## src/rtl/traffic_light_fsm_if.sv

```systemverilog
// Interval request bus between the sequencer and the time-parameter block.
// The sequencer drives the select code and receives the interval length.
interface traffic_light_fsm_if;
  logic [1:0] interval_sel;
  logic [3:0] time_value;

  modport master (
    output interval_sel,
    input  time_value
  );

  modport slave (
    input  interval_sel,
    output time_value
  );
endinterface

```

## src/rtl/traffic_light_fsm.sv

```systemverilog
// Intersection sequencer: lamp state machine, interval load and countdown,
// side-street sensor, latched pedestrian request and reprogram restart.
module traffic_light_fsm #(
  parameter logic [1:0] BASE_SEL     = 2'b00,
  parameter logic [1:0] EXT_SEL      = 2'b01,
  parameter logic [1:0] YEL_SEL      = 2'b10,
  parameter int         LOAD_LATENCY = 2
) (
  input  logic       clk,
  input  logic       global_reset_n,
  input  logic       sec_tick,
  input  logic       sensor,
  input  logic       walk_request,
  input  logic       reprogram,
  traffic_light_fsm_if.master tp,
  output logic [2:0] main_lights,
  output logic [2:0] side_lights,
  output logic       walk_lamp,
  output logic [2:0] state_dbg
);

  localparam logic [2:0] MG_BASE = 3'd0;
  localparam logic [2:0] MG_EXT  = 3'd1;
  localparam logic [2:0] MY      = 3'd2;
  localparam logic [2:0] SG_BASE = 3'd3;
  localparam logic [2:0] SG_EXT  = 3'd4;
  localparam logic [2:0] SY      = 3'd5;
  localparam logic [2:0] WALK    = 3'd6;

  localparam int LW = (LOAD_LATENCY < 2) ? 1
                                         : $clog2(LOAD_LATENCY);
  localparam logic [LW-1:0] LOAD_LAST = LW'(LOAD_LATENCY - 1);

  localparam logic [2:0] RED = 3'b100;
  localparam logic [2:0] YEL = 3'b010;
  localparam logic [2:0] GRN = 3'b001;

  logic [2:0]    state;
  logic [2:0]    nxt;
  logic [3:0]    timer;
  logic          armed;
  logic [LW-1:0] load_cnt;
  logic          walk_pending;
  logic          expire;
  logic          load;

  assign expire = armed && sec_tick && (timer == 4'd1);
  assign load   = !armed && (load_cnt == LOAD_LAST);

  always_comb begin
    nxt = state;
    case (state)
      MG_BASE: nxt = sensor ? MG_EXT : MY;
      MG_EXT:  nxt = MY;
      MY:      nxt = SG_BASE;
      SG_BASE: nxt = sensor ? SG_EXT : SY;
      SG_EXT:  nxt = SY;
      SY:      nxt = walk_pending ? WALK : MG_BASE;
      WALK:    nxt = MG_BASE;
      default: nxt = MG_BASE;
    endcase
  end

  // Every interval restarts with a load phase; the loaded value is never
  // decremented on its own load edge because load only happens unarmed.
  always_ff @(posedge clk or negedge global_reset_n) begin
    if (!global_reset_n) begin
      state    <= MG_BASE;
      timer    <= 4'd0;
      armed    <= 1'b0;
      load_cnt <= '0;
    end else if (reprogram) begin
      state    <= MG_BASE;
      armed    <= 1'b0;
      load_cnt <= '0;
    end else if (expire) begin
      state    <= nxt;
      timer    <= 4'd0;
      armed    <= 1'b0;
      load_cnt <= '0;
    end else if (armed) begin
      if (sec_tick && timer != 4'd0)
        timer <= timer - 4'd1;
    end else if (load) begin
      timer <= (tp.time_value == 4'd0) ? 4'd1
                                       : tp.time_value;
      armed <= 1'b1;
    end else begin
      load_cnt <= load_cnt + LW'(1);
    end
  end

  // A request on the WALK entry edge is consumed by that walk.
  always_ff @(posedge clk or negedge global_reset_n) begin
    if (!global_reset_n)
      walk_pending <= 1'b0;
    else if (!reprogram && expire && nxt == WALK)
      walk_pending <= 1'b0;
    else if (walk_request)
      walk_pending <= 1'b1;
  end

  always_comb begin
    main_lights     = RED;
    side_lights     = RED;
    walk_lamp       = 1'b0;
    tp.interval_sel = BASE_SEL;
    case (state)
      MG_BASE: begin
        main_lights     = GRN;
        tp.interval_sel = BASE_SEL;
      end
      MG_EXT: begin
        main_lights     = GRN;
        tp.interval_sel = EXT_SEL;
      end
      MY: begin
        main_lights     = YEL;
        tp.interval_sel = YEL_SEL;
      end
      SG_BASE: begin
        side_lights     = GRN;
        tp.interval_sel = BASE_SEL;
      end
      SG_EXT: begin
        side_lights     = GRN;
        tp.interval_sel = EXT_SEL;
      end
      SY: begin
        side_lights     = YEL;
        tp.interval_sel = YEL_SEL;
      end
      WALK: begin
        walk_lamp       = 1'b1;
        tp.interval_sel = EXT_SEL;
      end
      default: begin
        main_lights     = RED;
        tp.interval_sel = BASE_SEL;
      end
    endcase
  end

  assign state_dbg = state;

endmodule

```

## src/flat_wrapper.sv

```systemverilog
// flat-port wrapper written by rule: the top's interface ports become plain ports
module traffic_light_fsm_flat 
#(
  parameter logic [1:0] BASE_SEL     = 2'b00,
  parameter logic [1:0] EXT_SEL      = 2'b01,
  parameter logic [1:0] YEL_SEL      = 2'b10,
  parameter int         LOAD_LATENCY = 2
)
  (clk, global_reset_n, sec_tick, sensor, walk_request, reprogram, main_lights, side_lights, walk_lamp, state_dbg, tp_interval_sel, tp_time_value);
  traffic_light_fsm_if tp_i ();
  input  logic clk;
  input  logic global_reset_n;
  input  logic sec_tick;
  input  logic sensor;
  input  logic walk_request;
  input  logic reprogram;
  output logic [2:0] main_lights;
  output logic [2:0] side_lights;
  output logic walk_lamp;
  output logic [2:0] state_dbg;
  output wire logic [$bits(tp_i.interval_sel)-1:0] tp_interval_sel;
  input wire logic [$bits(tp_i.time_value)-1:0] tp_time_value;
  assign tp_interval_sel = tp_i.interval_sel;
  assign tp_i.time_value = tp_time_value;
  traffic_light_fsm #(.BASE_SEL(BASE_SEL), .EXT_SEL(EXT_SEL), .YEL_SEL(YEL_SEL), .LOAD_LATENCY(LOAD_LATENCY)) u_core (.clk(clk), .global_reset_n(global_reset_n), .sec_tick(sec_tick), .sensor(sensor), .walk_request(walk_request), .reprogram(reprogram), .tp(tp_i), .main_lights(main_lights), .side_lights(side_lights), .walk_lamp(walk_lamp), .state_dbg(state_dbg));
endmodule
```

## config.mk

```make
export PLATFORM = sky130hd
export DESIGN_NAME = traffic_light_fsm_flat
export DESIGN_NICKNAME = d
export VERILOG_FILES = /design/src/rtl/traffic_light_fsm_if.sv /design/src/rtl/traffic_light_fsm.sv /design/src/flat_wrapper.sv
export SDC_FILE = /design/constraint.sdc
export NUM_CORES = 1
export LEC_CHECK = 0
export CORE_MARGIN = 2
export CORE_UTILIZATION = 30
export DETAILED_ROUTE_END_ITERATION = 10
export PLACE_DENSITY = 0.65
export SKIP_LAST_GASP = 1
export SLEW_MARGIN = 10
export SYNTH_ARGS = -nofsm -noshare
export SYNTH_HDL_FRONTEND = slang
export SYNTH_SLANG_ARGS = --single-unit
```

## constraint.sdc

```tcl
create_clock -name clk -period 1.7 [get_ports clk]
set_input_delay 0.51 -clock clk [delete_from_list [all_inputs] [get_ports clk]]
set_output_delay 0.51 -clock clk [all_outputs]
set_load 0.01 [all_outputs]
```

* After elaboration in Yosys (flattened, before gate mapping)
Cells that the tools add are included. W data, S select, Z words.
Word-level totals: register bits 10, output and inout port bits 12, logic and storage cells 64, input port bits 10
Operators by class: multiplexer cells 25, add/subtract/negate cells 2, reductions and logical operators 20, equality and inequality tests 11, bitwise logic cells 1
Operator list (count):
- $mux W4 | 5
- $pmux W3 S6 | 1
- $eq A3 B3 Y1 const B | 4
- $mux W1 | 12
- $pmux W3 S2 | 2
- $mux W3 | 3
- $eq A3 B2 Y1 const B | 2
- $logic_and A1 B1 Y1 | 6
- $ne A3 B3 Y1 const B | 2
- $reduce_or A2 Y1 | 3
- $eq A4 B1 Y1 const B | 1
- $logic_not A4 Y1 | 1
- $pmux W2 S2 | 1
- $reduce_bool A2 Y1 | 2
- $reduce_bool A4 Y1 | 1
- $sub A4 B1 Y4 const B | 1
- $eq A3 B1 Y1 const B | 1
- $logic_not A3 Y1 | 1
- $ne A3 B2 Y1 const B | 1
- $reduce_and A3 Y1 | 1
- $reduce_bool A3 Y1 | 1
- $reduce_or A3 Y1 | 1
- $logic_not A1 Y1 | 2
- $mux W2 | 1
- 3 further kinds | 3

* Longest topological paths before layout
Gate-level depths: netlist (run 1).
depth after elaboration 6, depth in mapped cells 6, mapped depth without buffers 6

* Worst setup path after synthesis (run 1)
Ideal clock, no wire load.
path type register -> output, start register u_core.state[2] (netlist: u_core.state_dbg[2]), end output side_lights[2], stages on the path, launching flop included 6, arrival time 1.241 ns, required time 1.190 ns, setup slack -0.051 ns, buffers on the path 1, path through dfrtp_1 clkbuf_1 inv_1 nand3_1 o21ai_0 nor2_1
On the way: longest elaborated chain between the ends 3, elaborated cells on any way between the ends 5, classes of those cells eq/ne: 3; mux: 1; reduce/logical: 1
Ends and longest elaborated chain:
- start, declared | line traffic_light_fsm.sv:38 | logic [2:0] state;
- start signal, assigned | line traffic_light_fsm.sv:77 | state <= nxt;
- $eq A3 B2 Y1 or $eq A3 B3 Y1 (tied branches) | line traffic_light_fsm.sv:108 | case (state)
- $reduce_or A2 Y1 (no source line)
- $pmux W3 S2 * | line traffic_light_fsm.sv:108
- end, declared | line flat_wrapper.sv:18 | output logic [2:0] side_lights;
Mark *: on every way between the ends. The rest lies on a longest branch, timed or not.

* Final worst setup path (run 1)
start register u_core.state[2] (netlist: u_core.state_dbg[2]), end output tp_interval_sel[1]
On the way: longest elaborated chain between the ends 3, elaborated cells on any way between the ends 8, classes of those cells eq/ne: 5; mux: 1; reduce/logical: 2
Ends and longest elaborated chain:
- $eq A3 B1 Y1 (tied with other cells) | line traffic_light_fsm.sv:108
- $reduce_or A3 Y1 (no source line) or $reduce_or A2 Y1 (tied branches)
- $pmux W2 S2 * | line traffic_light_fsm.sv:108
- end, declared | line flat_wrapper.sv:21 | output wire logic [$bits(tp_i.interval_sel)-1:0] tp_interval_sel;
Marked as above.

==> results of run 1 <==
logic make-up (layout without fill, tap and decap cells):
group,Yosys count,count (layout),synth area share
mux,3,3,0.0430
simple gates,38,38,0.282
fa+ha+maj,3,3,0.0516
buf+inv,11,51,0.0568
compound gates,25,25,0.222
flops,10,10,0.344
cell usage in the layout (no fill, tap or decap), types with 2 or more instances in the layout:
cell type / netlist / routed
a21oi_1: 7 / 7
a31oi_1: 3 / 3
and2_1: 2 / 2
buf_2: 0 / 6
buf_4: 0 / 17
buf_6: 0 / 3
clkbuf_2: 0 / 4
clkbuf_4: 0 / 3
clkdlybuf4s50_1: 0 / 9
dfrtp_1: 10 / 8
dfrtp_2: 0 / 2
dlygate4sd2_1: 0 / 2
ha_1: 3 / 3
inv_1: 6 / 5
mux2i_1: 2 / 2
nand2_1: 7 / 6
nand2_2: 1 / 2
nand2b_1: 5 / 3
nand2b_4: 0 / 2
nand3b_1: 2 / 2
nor2_1: 10 / 7
nor2_4: 0 / 2
nor2b_1: 3 / 3
nor3_1: 5 / 5
o211ai_1: 2 / 2
o21ai_0: 6 / 4
registers in the layout, indices dropped and copies added, names as in the netlist:
name and flops:
u_core.state_dbg 3, u_core.load_cnt 1, u_core.walk_pending 1, u_core.timer 4, u_core.armed 1
worst paths after layout:
kind	cells past startpoint	slack (ps)	endpoint
worst min register to register	1	520	u_core.walk_pending
worst max-delay path	4	-60	tp_interval_sel[1]
worst min-delay path	1	520	u_core.walk_pending
max in group asynchronous	1	810	u_core.state_dbg[0]
worst max register to register	6	230	u_core.state_dbg[0]
min in group asynchronous	1	550	u_core.state_dbg[2]
where the power goes:
group          total (W)  internal, W  switching [W]
combinational   0.000220     0.000111       0.000108
clock           0.000226     0.000130      0.0000962
sequential      0.000324     0.000275      0.0000483
layer usage:
layer,vias up,part of all wire,GRT usage
met4,0,0.0084,0.0385
li1,401,-,-
met3,4,0.064,0.0169
met5,-,0,0
met1,367,0.42,0.181
met2,31,0.50,0.294
layout make-up:
type                       instances  share of cell area
inverter                           6              0.0197
timing repair buffer              41               0.278
clock buffer                       4              0.0317
tap                               28              0.0306
multi-input combinational         69               0.419
sequential                        10               0.221
worst max-delay path: stages (launching register included):
cell and delay, ps:
dfrtp_1 430, buf_6 150, buf_6 120, o22ai_2 110, buf_2 150
timing repair:
action,in CTS,in global routing
resized for setup,32,24
pin swaps,0,4
buffers inserted,4,0
setup endpoints to repair,12,12
through the flow:
step,hold slack [ps],cells,total power [W],setup TNS [ps]
after global routing,569,158,0.000819,-470
final,521,158,0.000770,-168
after CTS,521,158,0.000766,-656
after floorplan,214,90,0.000463,0
after global placement,499,150,0.000538,-1520
after detailed placement,511,150,0.000544,-1720
==> results.toml, run 1 <==
[status]
status = "finished, violations left"
violations = "negative setup slack"

[die]
initial_core_util = 0.322
boundaryPins = 22
die_h_um = 53.2
rows = 17
core_um2 = 2250
die_w_um = 53.2
die-area_um2 = 2830

[sta]
min_period_ps = 1760
finalMaxSlewViolations = 0
layout_setup_ws_ps = -55.8
fin_crit_sh = 1.03
finClkSkew_ps = 1.44
tightestPinTransition_ps = 460
max_clock_freq_ghz = 0.570
rsz0062_at_grt = "yes"
finalHoldViolations = 0
max_slew_margin = 0.693
setup_viol = 5

[setup_path]
rr_startpoint = "u_core.timer[1]"
critical_path_class = "register to primary output"
cp-start-kind = "register"
crit_path_end_kind = "primary output"
crit_fanout = 4
crit_required_ps = 1190
critPathArrivalTime_ps = 1250
critPathLaunch = "u_core.state_dbg[2]"

[synthesis]
synth.cell_area_um2 = 727
syn_nets = 103
synth_common_cells = "dfrtp_1, nor2_1, a21oi_1, nand2_1"
syn_area_per_cell_um2 = 8.08
synth_top_area_share = 0.344
yosys.cell_types.count = 28
yosysTopAreaCell = "dfrtp_1"
synth_edf_count = 0
ys_ff_latch = 10
synth.area.top_cells = "dfrtp_1, ha_1, nor2_1, a21oi_1, nand2b_1"
ys_seq_area_frac = 0.344
synth-async-reset-ratio = 1.00
synth_cells = 90
yosys_warnings = 0
synth_flop_cell = "dfrtp_1"

[clock_tree]
clk_latency_ps = 270
htreeDepth = 1
clockRootBuffer = "clkbuf_4"
clockBufferDepth = 2
cts_tree = "built"
clk_pin_slew_worst_paths_ps = 80
cts_buffers = 3
hold_buffers = 0
clock-sinks = 10

[drt]
firstDrtPassIters = 4
via_per_inst = 5.08
wl_per_cell_um = 12.9
wirelength_mm = 2.03
drt_iter0_drc = 7
drc = 0
ant_nets = 0
vias = 803

[layout]
diodes = 0
post-route-util = 0.508
design_area_um2 = 1150
fillCellCount = 238
multiInputGateArea_um2 = 480
final_nets = 144
area_growth_syn_to_layout_pct = 57.7
regArea_um2 = 253
layout-drive-gt1-share = 0.377

[global_route]
overflow = 0
grt_pass1_wl_mm = 3.24
track_usage = 0.155
antenna_found_initial = 0
grt_max_degree = 11
grt_pass1_vias = 760

[pwr]
power.leakage_nw = 0.517
vdd_drop_max_uv = 547
power_density_nw_per_um2 = 672

[place]
dp_hpwl_mm = 1.44
place_congestion = 0.877
dp_slack_ps = -173
place_area_um2 = 1070
port_buffers = 21

[job]
drv_cap = 0

[worst_hold_path]
worstHoldStart = "u_core.walk_pending"
hp-class = "register to register"
(Power assumes the default switching activity.)
==> run 2: changes to the inputs <==
==> constraint.sdc (replaced) <==
create_clock -name clk -period 1.7 [get_ports clk]
set_input_delay 0.425 -clock clk [delete_from_list [all_inputs] [get_ports clk]]
set_output_delay 0.425 -clock clk [all_outputs]
set_load 0.01 [all_outputs]
==> results.toml, run 2 (same netlist as run 1, synthesis figures left out) <==
[job]
drv_cap = 0

[global_route]
grt_pass1_vias = 746
overflow = 0
track_usage = 0.163
grt_pass1_wl_mm = 3.32
antenna_found_initial = 0
grt_max_degree = 11

[place]
place_area_um2 = 1070
place_congestion = 0.818
port_buffers = 21
dp_slack_ps = -60.7
dp_hpwl_mm = 1.48

[sta]
tightestPinTransition_ps = 487
finClkSkew_ps = 0.738
fin_crit_sh = 0.998
layout_setup_ws_ps = 3.23
rsz0062_at_grt = "yes"
finalMaxSlewViolations = 0
setup_viol = 0
setup_tns_ps = 0
finalHoldViolations = 0
max_slew_margin = 0.675
max_clock_freq_ghz = 0.589
min_period_ps = 1700

[drt]
firstDrtPassIters = 4
drc = 0
via_per_inst = 5.02
wl_per_cell_um = 12.9
drt_iter0_drc = 13
ant_nets = 0
vias = 809
wirelength_mm = 2.08

[status]
status = "complete, no violations"

[clock_tree]
cts_buffers = 3
clk_pin_slew_worst_paths_ps = 70
clock-sinks = 10
clk_latency_ps = 270
hold_buffers = 0
clockBufferDepth = 2
clockRootBuffer = "clkbuf_4"
cts_tree = "built"
htreeDepth = 1

[die]
boundaryPins = 22
die-area_um2 = 2830
core_um2 = 2250
die_w_um = 53.2
initial_core_util = 0.322
rows = 17
die_h_um = 53.2

[setup_path]
crit_required_ps = 1270
critPathArrivalTime_ps = 1270
critical_path_class = "register to primary output"
cp-start-kind = "register"
crit_path_end_kind = "primary output"
crit_fanout = 4

[layout]
area_growth_syn_to_layout_pct = 59.2
layout-drive-gt1-share = 0.323
layout_common_cells = "buf_4, nor2_1, clkdlybuf4s50_1, dfrtp_1"
final_common_cell = "buf_4"
largest_reg_flops = 4
final_nets = 147
diodes = 0
design_area_um2 = 1160
post-route-util = 0.513
largest_register = "u_core.timer"

[pwr]
vdd_drop_max_uv = 418
finalPower_w = 0.000766
power_density_nw_per_um2 = 662
power.leakage_nw = 0.526

[worst_hold_path]
hp-class = "input port to async pin"
[run 2: cell types whose count changed in the layout (fill, tap and decap cells not counted), moves of 2 or more]
cell / previous run / this run
nor2_4: 2 / 0
buf_2: 6 / 2
clkdlybuf4s15_2: 0 / 2
buf_4: 17 / 20
nor2_1: 7 / 9
[run 2: path summary, 6_finish.rpt]
| path | from | end | slack (ps) | depth (start not counted) |
|---|---|---|---|---|
| hold / removal | global_reset_n | u_core.timer[0] | 480 | 1 |
| setup / recovery | u_core.state_dbg[2] | side_lights[0] | 3 | 4 |
| hold reg to reg | u_core.walk_pending | u_core.walk_pending | 500 | 1 |
| max in group asynchronous | global_reset_n | u_core.state_dbg[1] | 870 | 1 |
| min in group clk | u_core.walk_pending | u_core.walk_pending | 500 | 1 |
| setup reg to reg | u_core.timer[1] | u_core.state_dbg[0] | 240 | 6 |
[run 2: what timing repair did]
| action | CTS | global route |
|---|---|---|
| setup endpoints to repair | 12 | 9 |
| setup buffers | 4 | 4 |
| gates resized for setup | 24 | 14 |
| pin swaps | 0 | 2 |
[run 2: area by class of cell]
| cell class | count | area [µm²] |
|---|---|---|
| Inverter | 6 | 22.5 |
| Fill cell | 236 | 1100 |
| Timing Repair Buffer | 44 | 367 |
| Tap cell | 28 | 35.0 |
| Multi-Input combinational cell | 69 | 445 |
| Clock buffer | 4 | 36.3 |
| Sequential cell | 10 | 251 |
[run 2: routing by layer]
layer / vias to the layer above / wire length (µm) / global-route usage
met1: 369 / 860 / 0.184
li1: 407 / - / -
met3: 6 / 123 / 0.0311
met2: 27 / 1070 / 0.296
met5: - / 0 / 0
met4: 0 / 28 / 0.0598
[run 2: per-stage QoR]
step                      cells  hold slack [ps]
after floorplan              90              129
after global placement      149              498
after detailed placement    149              503
after CTS                   157              497
after global routing        161              525
final                       161              481
[run 2: critical path: stages, from the launching register on]
cell and delay (ps):
dfrtp_1 420, inv_1 110, nand3_1 110, o21ai_1 120
clkdlybuf4s15_2 240
[run 2: power by group]
| group | switching [W] | internal (W) |
|---|---|---|
| clock network | 0.0000933 | 0.000130 |
| logic | 0.000108 | 0.000111 |
| registers | 0.0000480 | 0.000275 |
